$ cat src/rtl/fir_stream_feeder.sv
// ---------------------------------------------------------------------------
// fir_stream_feeder
//
// Upstream-side driver for the folded 8-tap FIR core. Samples pushed by the
// source are buffered in a small circular FIFO. One sample is issued per FIR
// ready window with a one-cycle fir_en pulse. fir_x is held stable until the
// matching fir_valid arrives. The result is then captured into a single result
// slot with a valid/ready handshake towards the downstream consumer.
//
// Optional feature macro: FEEDER_TIMEOUT_EN
//   When defined, a watchdog counts WAIT cycles. After TIMEOUT cycles without
//   fir_valid, the outstanding sample is abandoned and tmo_err is set (sticky).
//   When undefined, WAIT lasts until fir_valid and tmo_err is tied low.
//
// Parameters
//   DEPTH    input FIFO entries (power of two, >= 2)
//   TIMEOUT  allowed cycles between fir_en and fir_valid (timeout build only)
//
// Ports
//   clk        clock, all logic on the rising edge
//   rst        synchronous reset, active-high
//   s_data     signed sample from upstream
//   s_push     write s_data into the FIFO this cycle
//   s_full     FIFO full; a push while full (and not popping) is dropped
//   fir_en     one-cycle issue pulse to the FIR core
//   fir_x      sample to the FIR core, stable from fir_en until fir_valid
//   fir_ready  FIR core can accept a sample
//   fir_valid  one-cycle pulse, fir_y holds a result
//   fir_y      signed FIR result
//   m_data     captured result
//   m_valid    m_data valid, held until m_ready
//   m_ready    downstream accepts m_data when m_valid & m_ready
//   busy       a sample is outstanding in the FIR (state WAIT)
//   ovf        sticky: a push was dropped because the FIFO was full
//   tmo_err    sticky timeout flag (always 0 without FEEDER_TIMEOUT_EN)
// ---------------------------------------------------------------------------
module fir_stream_feeder #(
  parameter int DEPTH   = 4,
  parameter int TIMEOUT = 64
) (
  input  logic              clk,
  input  logic              rst,
  input  logic signed [7:0] s_data,
  input  logic              s_push,
  output logic              s_full,
  output logic              fir_en,
  output logic signed [7:0] fir_x,
  input  logic              fir_ready,
  input  logic              fir_valid,
  input  logic signed [7:0] fir_y,
  output logic signed [7:0] m_data,
  output logic              m_valid,
  input  logic              m_ready,
  output logic              busy,
  output logic              ovf,
  output logic              tmo_err
);

  localparam int            AW      = $clog2(DEPTH);
  localparam logic [AW:0]   DEPTH_C = (AW+1)'(DEPTH);

  typedef enum logic [0:0] {
    ST_IDLE = 1'b0,
    ST_WAIT = 1'b1
  } state_t;

  state_t             state_r;
  state_t             state_next_s;

  logic signed [7:0]  mem_r [DEPTH];
  logic [AW-1:0]      wr_ptr_r;
  logic [AW-1:0]      rd_ptr_r;
  logic [AW:0]        count_r;

  logic               fir_en_r;
  logic signed [7:0]  fir_x_r;
  logic signed [7:0]  m_data_r;
  logic               m_valid_r;
  logic               ovf_r;

  logic               empty_s;
  logic               full_s;
  logic               slot_free_s;
  logic               issue_s;
  logic               capture_s;
  logic               push_ok_s;

  assign empty_s     = (count_r == '0);
  assign full_s      = (count_r == DEPTH_C);
  // The slot counts as free when it is empty or is being drained on this edge.
  assign slot_free_s = !m_valid_r || m_ready;
  // A push while full is accepted only when the same edge pops the head.
  assign push_ok_s   = s_push && (!full_s || issue_s);

`ifdef FEEDER_TIMEOUT_EN
  localparam int TW = $clog2(TIMEOUT + 1);

  logic [TW-1:0] tmo_cnt_r;
  logic          tmo_err_r;
  logic          timeout_s;

  // fir_valid on the expiry cycle still wins over the timeout.
  assign timeout_s = (state_r == ST_WAIT) && !fir_valid &&
                     (tmo_cnt_r == TW'(TIMEOUT - 1));

  // Watchdog counter for WAIT and the sticky timeout flag.
  always_ff @(posedge clk) begin
    if (rst) begin
      tmo_cnt_r <= '0;
      tmo_err_r <= 1'b0;
    end else begin
      if (issue_s) begin
        tmo_cnt_r <= '0;
      end else if (state_r == ST_WAIT) begin
        tmo_cnt_r <= tmo_cnt_r + TW'(1);
      end else begin
        tmo_cnt_r <= tmo_cnt_r;
      end
      if (timeout_s) begin
        tmo_err_r <= 1'b1;
      end
    end
  end

  assign tmo_err = tmo_err_r;
`else
  logic unused_timeout_s;
  assign unused_timeout_s = (TIMEOUT > 0);
  assign tmo_err          = 1'b0;
`endif

  // Next-state and issue/capture decode for the feeder FSM.
  always_comb begin
    state_next_s = state_r;
    issue_s      = 1'b0;
    capture_s    = 1'b0;
    case (state_r)
      ST_IDLE: begin
        // fir_valid in IDLE is a stray pulse and is ignored.
        if (!empty_s && fir_ready && slot_free_s) begin
          issue_s      = 1'b1;
          state_next_s = ST_WAIT;
        end else begin
          state_next_s = ST_IDLE;
        end
      end
      ST_WAIT: begin
        if (fir_valid) begin
          capture_s    = 1'b1;
          state_next_s = ST_IDLE;
`ifdef FEEDER_TIMEOUT_EN
        end else if (timeout_s) begin
          state_next_s = ST_IDLE;
`endif
        end else begin
          state_next_s = ST_WAIT;
        end
      end
      default: begin
        state_next_s = ST_IDLE;
      end
    endcase
  end

  // FSM state register.
  always_ff @(posedge clk) begin
    if (rst) begin
      state_r <= ST_IDLE;
    end else begin
      state_r <= state_next_s;
    end
  end

  // Circular FIFO storage, pointers and occupancy.
  always_ff @(posedge clk) begin
    if (rst) begin
      wr_ptr_r <= '0;
      rd_ptr_r <= '0;
      count_r  <= '0;
      for (int i = 0; i < DEPTH; i++) begin
        mem_r[i] <= 8'sd0;
      end
    end else begin
      if (push_ok_s) begin
        mem_r[wr_ptr_r] <= s_data;
        wr_ptr_r        <= wr_ptr_r + AW'(1);
      end
      if (issue_s) begin
        rd_ptr_r <= rd_ptr_r + AW'(1);
      end
      case ({push_ok_s, issue_s})
        2'b10:   count_r <= count_r + (AW+1)'(1);
        2'b01:   count_r <= count_r - (AW+1)'(1);
        default: count_r <= count_r;
      endcase
    end
  end

  // Issue pulse, held sample, result slot and overflow flag.
  always_ff @(posedge clk) begin
    if (rst) begin
      fir_en_r  <= 1'b0;
      fir_x_r   <= 8'sd0;
      m_data_r  <= 8'sd0;
      m_valid_r <= 1'b0;
      ovf_r     <= 1'b0;
    end else begin
      fir_en_r <= issue_s;
      if (issue_s) begin
        fir_x_r <= mem_r[rd_ptr_r];
      end
      // A capture on the same edge as a drain keeps the slot occupied.
      if (capture_s) begin
        m_data_r  <= fir_y;
        m_valid_r <= 1'b1;
      end else if (m_valid_r && m_ready) begin
        m_valid_r <= 1'b0;
      end
      if (s_push && full_s && !issue_s) begin
        ovf_r <= 1'b1;
      end
    end
  end

  assign s_full  = full_s;
  assign fir_en  = fir_en_r;
  assign fir_x   = fir_x_r;
  assign m_data  = m_data_r;
  assign m_valid = m_valid_r;
  assign busy    = (state_r == ST_WAIT);
  assign ovf     = ovf_r;

endmodule

$ cat config.mk
export PLATFORM = sky130hd
export DESIGN_NAME = fir_stream_feeder
export DESIGN_NICKNAME = d
export VERILOG_FILES = /design/src/rtl/fir_stream_feeder.sv
export SDC_FILE = /design/constraint.sdc
export NUM_CORES = 1
export LEC_CHECK = 0
export CAP_MARGIN = 5
export CORE_MARGIN = 2
export CORE_UTILIZATION = 45
export CTS_CLUSTER_SIZE = 16
export DETAILED_ROUTE_END_ITERATION = 10
export PLACE_DENSITY_LB_ADDON = 0.25
export REMOVE_ABC_BUFFERS = 1
export SLEW_MARGIN = 20
export SYNTH_ARGS = -nofsm -noshare
export SYNTH_HDL_FRONTEND = slang
export SYNTH_SLANG_ARGS = --single-unit
$ cat constraint.sdc
create_clock -name clk -period 3.9 [get_ports clk]
set_input_delay 0.585 -clock clk [delete_from_list [all_inputs] [get_ports clk]]
set_output_delay 0.585 -clock clk [all_outputs]
set_load 0.05 [all_outputs]
==> results.toml, run 1 <==
[floorplanning]
io_pins = 44
die_h_um = 77.99
die_w_um = 77.99
rows = 26
core_um2 = 5205
start_util_pct = 47.33
floorplan.die_area_um2 = 6082

[grt]
grt.total_usage_pct = 17.95
grt_overflow = 0
grt_max_degree = 18
grt_use_met2_pct = 28.10
grt_pass1_wl_um = 7921
grt_pass1_vias = 1580
antenna_found_initial = 0
grt_use_met1_pct = 22.79
busiest_layer = "met2"
grtUsageMet3_pct = 7.674

[synth]
synth.distinct_cells = 32
async_reset_ff_share_pct = 0
synth.cell_area_um2 = 2464
yosysWarnings = 0
synth_edf_count = 32
yosysSeqAreaShare_pct = 60.94
postSynthAreaPerCell_um2 = 11.57
synth_ff_type = "edfxtp_1"
synthCells = 213
ys_ff_latch = 59

[setup_path]
slowest_delay_ns = 0.64
cp_data_required_time_ns = 3.86
cp_num_buf_inv = 1
cp_max_fo = 17
path_cells = "clkdlybuf4s50_1 -> nor2b_4 -> o21a_4 -> or3_1 -> o21bai_1"
crit_family = "compound AO/OA/AOI/OAI gates"
crit_arrival_ns = 2.55
critPathLaunchType = "primary input"
crit_slowest_cell = "o21bai_1"
cp-end-kind = "register"
crit_type = "primary input to register"

[layout]
antenna_cells = 0
seqCellArea_um2 = 1501
final_cells = 331
layout_commonest_cell = "nor2_1"
areaGrowthSynthToFinish_pct = 25.29
most-common-layout-cells = "47 x nor2_1, 42 x clkdlybuf4s50_1, 32 x edfxtp_1"
multiInputGateArea_um2 = 883.3
drive_gt1_share_pct = 11.11
fillers = 457
nets = 280

[drt]
via_per_inst = 5.021
wl_um = 4884
drt_iter0_drc = 92
remaining_drc_errors = 0
ant_nets = 0
routedWlPerCell_um = 14.76
drtPass1Iterations = 4
vias = 1662

[cts]
cts_buffers = 9
clock_latency_ns = 0.33
cts_tree = "done"
post_cts_buffers = 0
hold_buffers = 0
cts-root-buf = "clkbuf_8"
ctsResizeCount = 0
path_clk_slew_ns = 0.06
clk_path_buf_depth = 2
htree_levels = 3
cts_sinks = 59

[placed_design]
placed_cells = 315
hpwl_um = 3425
dp_slack_ns = 0.9340
io_buffers = 42
gp_congestion = 0.7428

[power]
intPower_mw = 1.206
switching_share_pct = 33.19
power_switching_mw = 0.5989
p_total_mw = 1.804
p_seq_share_pct = 45.0
combPwrFrac_pct = 30.6
pwr-share-clk_pct = 24.3
leakagePower_nw = 1.095
vdd_drop_max_uv = 447.4
power_density_nw_per_um2 = 584.6

[sta]
period_minus_slack_ns = 2.590
slew_headroom_pct = 48.72
fmax_mhz = 386.1
grt_setup_unrepaired = "false"
finalClockSkew_ns = 0.005837
finalWorstSetupSlack_ns = 1.310
hold_viol = 0
setup_tns_ns = 0
finalSetupViolCount = 0
worst_pin_slew_ns = 0.7677
hold_ws_ns = 0.4552
fin_crit_sh_pct = 66.41
slew_violations = 0

[run_status]
status = "finished clean"

[run]
cap_violations = 0

[worst_hold_path]
hp-class = "register to register"
routing by layer:
layer	share of wire (%)	vias up
met5	0	-
met4	0.88	0
met3	6.2	4
met2	49	49
met1	44	783
li1	-	826
cell usage after synthesis, drive strengths merged (3+ instances only):
library cell / number / area (um^2)
buf: 8 / 46.29
nand2: 19 / 71.32
or3: 4 / 25.02
nand3: 8 / 40.04
inv: 5 / 18.77
nor2: 49 / 188.9
nand2b: 3 / 26.27
dfxtp: 27 / 540.5
edfxtp: 32 / 960.9
o21bai: 3 / 26.27
mux4: 8 / 180.2
a21oi: 15 / 75.07
o21ai: 3 / 15.01
clkbuf: 5 / 18.77
mux2i: 8 / 80.08
worst min-delay path: cells and delay by family (launching register included):
family	cells	cell delay, ns
AOI/OAI and AO/OA	1	0.05
DFF	1	0.31
and+or+nand+nor	1	0.05
state kept, by name, indices dropped and copies added (netlist names):
signal and count:
count_r 3, fir_en 1, m_valid 1, mem_r 32, rd_ptr_r 2, busy 1, ovf 1, wr_ptr_r 2
fir_x 8, m_data 8
stage by stage:
| stage | utilization (%) | cell area (um^2) |
|---|---|---|
| finish | 59.30 | 3087 |
| global route | 59.30 | 3087 |
| global placement | 56.37 | 2934 |
| CTS | 59.30 | 3087 |
| floorplan | - | 2399 |
| detailed placement | 56.37 | 2934 |
kinds of logic after synthesis:
family	after synthesis	synth area share, %
AOI/OAI and AO/OA	22	5.332
xor gates and xnor gates	4	1.422
adders and majority gates	2	1.320
buffers and inverters	18	3.403
DFF	59	60.94
muxes	16	10.56
other	1	0.1522
and+or+nand+nor	91	16.86
power groups by stage:
stage	Sequential [mW]	Combinational [mW]	Clock (mW)
6_report	0.812	0.553	0.439
5_1_grt	0.827	0.597	0.477
4_1_cts	0.815	0.560	0.452
3_5_place_dp	0.827	0.559	0
3_3_place_gp	0.825	0.547	0
2_1_floorplan	0.920	0.282	0
area by class of cell:
type	instances	area share, %
tap	70	2.837
sequential	59	48.64
multi-input combinational	136	28.62
inverter	5	0.6080
clock inverter	4	0.5675
timing repair buffer	45	14.35
clock buffer	12	4.378
final timing paths:
check                           depth (start not counted)       start           to  slack (ns)
worst max-delay path                                    5     m_ready  mem_r[0][3]        1.31
worst min register to register                          2   m_data[0]    m_data[0]        0.46
worst max register to register                          9  count_r[0]   count_r[2]        1.50
worst min-delay path                                    2   m_data[0]    m_data[0]        0.46
Power figures use the tool's default switching activity.
==> inputs of run 2 (changes only) <==
clock period = 2.3 ns   (was 3.9 ns; I/O delays follow)
==> run 2 against run 1 <==
Register-to-register slack worse by 1.4 ns. Die area did not move. First-iteration DRC count is 26% higher. Sequential share of layout area fell by 2.8 points. Count of clock-buffer cells in the layout grew 3. Largest cell class unchanged.
==> results.toml, run 2 (same netlist as run 1, synthesis figures left out) <==
[run_status]
status = "finished clean"

[sta]
hold_viol = 0
fmax_mhz = 459.5
hold_ws_ns = 0.4526
finalSetupViolCount = 0
fin_crit_sh_pct = 94.63
period_minus_slack_ns = 2.176
grt_setup_unrepaired = "false"
finalClockSkew_ns = 0.005641
worst_pin_slew_ns = 0.6310
slew_violations = 0
slew_headroom_pct = 57.78

[setup_path]
cp_max_fo = 3
crit_type = "primary input to register"
crit_arrival_ns = 2.44
cp_data_required_time_ns = 2.57
rrSetupSlack_ns = 0.15
cp-end-kind = "register"
critPathLaunchType = "primary input"

[floorplanning]
die_w_um = 77.99
start_util_pct = 47.33
floorplan.die_area_um2 = 6082
die_h_um = 77.99
io_pins = 44
core_um2 = 5205
rows = 26

[worst_hold_path]
hp-class = "register to register"

[layout]
drive_gt1_share_pct = 17.39
layout_commonest_cell = "nor2_1"
most-common-layout-cells = "47 x nor2_1, 41 x clkdlybuf4s50_1, 32 x edfxtp_1"
nets = 295
largest_reg_flops = 32
areaGrowthSynthToFinish_pct = 32.86
antenna_cells = 0
top_register = "mem_r"
design_area_um2 = 3273

[drt]
wl_um = 4976
drt_iter0_drc = 116
drtPass1Iterations = 5
met3WireLength_um = 161
routedWlPerCell_um = 14.38
wl_met2_um = 2459
ant_nets = 0
highest_layer = "met4"
vias = 1692
via_per_inst = 4.890
remaining_drc_errors = 0
m1WireLength_um = 2243

[grt]
grt.total_usage_pct = 18.96
grt_pass1_vias = 1762
antenna_found_initial = 0
grt_max_degree = 18
grt_overflow = 0
grt_pass1_wl_um = 8507

[power]
power_density_nw_per_um2 = 1008
vdd_drop_max_uv = 622.5
leakagePower_nw = 1.202

[placed_design]
dpl-instance-area_um2 = 3069
io_buffers = 42
gp_congestion = 0.7475
hpwl_um = 3450

[cts]
cts_sinks = 59
clk_path_buf_depth = 2
path_clk_slew_ns = 0.06
post_cts_buffers = 0
clock_latency_ns = 0.34
cts_tree = "done"
cts_buffers = 9
cts-root-buf = "clkbuf_8"
htree_levels = 3

[run]
cap_violations = 0
[run 2: cell count changes in the layout (fill, tap and decap cells not counted), sizes merged]
cell,previous run,this run
clkinv,4,1
buf,3,19
clkbuf,12,15
clkdlybuf4s50,42,41
[run 2: worst max-delay path, cell delays in order]
cell and delay (ns):
clkdlybuf4s50_1 0.46, nor2b_4 0.17, o21a_4 0.14, nand2b_1 0.11
ha_1 0.17, inv_1 0.05, fa_1 0.37, xor2_1 0.16
or3_1 0.30, a21oi_1 0.15
[run 2: path summary, 6_finish.rpt]
check                   from  cells after the start          to
setup / recovery     m_ready                     10  count_r[2]
hold / removal     m_data[3]                      2   m_data[3]
setup reg to reg  count_r[2]                      9  count_r[2]
hold reg to reg    m_data[3]                      2   m_data[3]
[run 2: metal layers]
layer / global-route usage (%) / vias up
met5: 0 / -
met4: 8.947 / 0
met3: 5.233 / 9
met2: 30.26 / 27
met1: 23.98 / 806
li1: - / 850
[run 2: what timing repair did]
item,4_1_cts,5_1_grt
hold buffers,0,0
setup endpoints to repair,1,1
gates resized for setup,1,1
pin swaps,0,0
[run 2: report_power, final]
part / internal [mW] / switching (mW)
sequential: 1.26 / 0.122
clock: 0.515 / 0.382
combinational: 0.472 / 0.550
total: 2.24 / 1.05
[run 2: area by class of cell]
class	count	area (um^2)
fillers	444	1932
flip-flops and latches	59	1501
multi-input cells	136	894.6
repair buffers	60	578.1
clock buffers	15	187.7
well taps	70	87.58
inverters	5	18.77
clock inverters	1	5.005
[run 2: stage by stage]
stage	setup TNS [ns]	setup slack (ns)	cells	utilization (%)	total power, mW
final	0	0.1236	346	62.88	3.298
after global routing	0	0.02159	346	62.88	3.474
after CTS	0	0.1093	346	62.76	3.318
after detailed placement	-0.3844	-0.2097	330	58.97	2.417
after global placement	-0.1261	-0.1261	330	58.97	2.398
after floorplan	-17.14	-0.9979	200	-	2.037
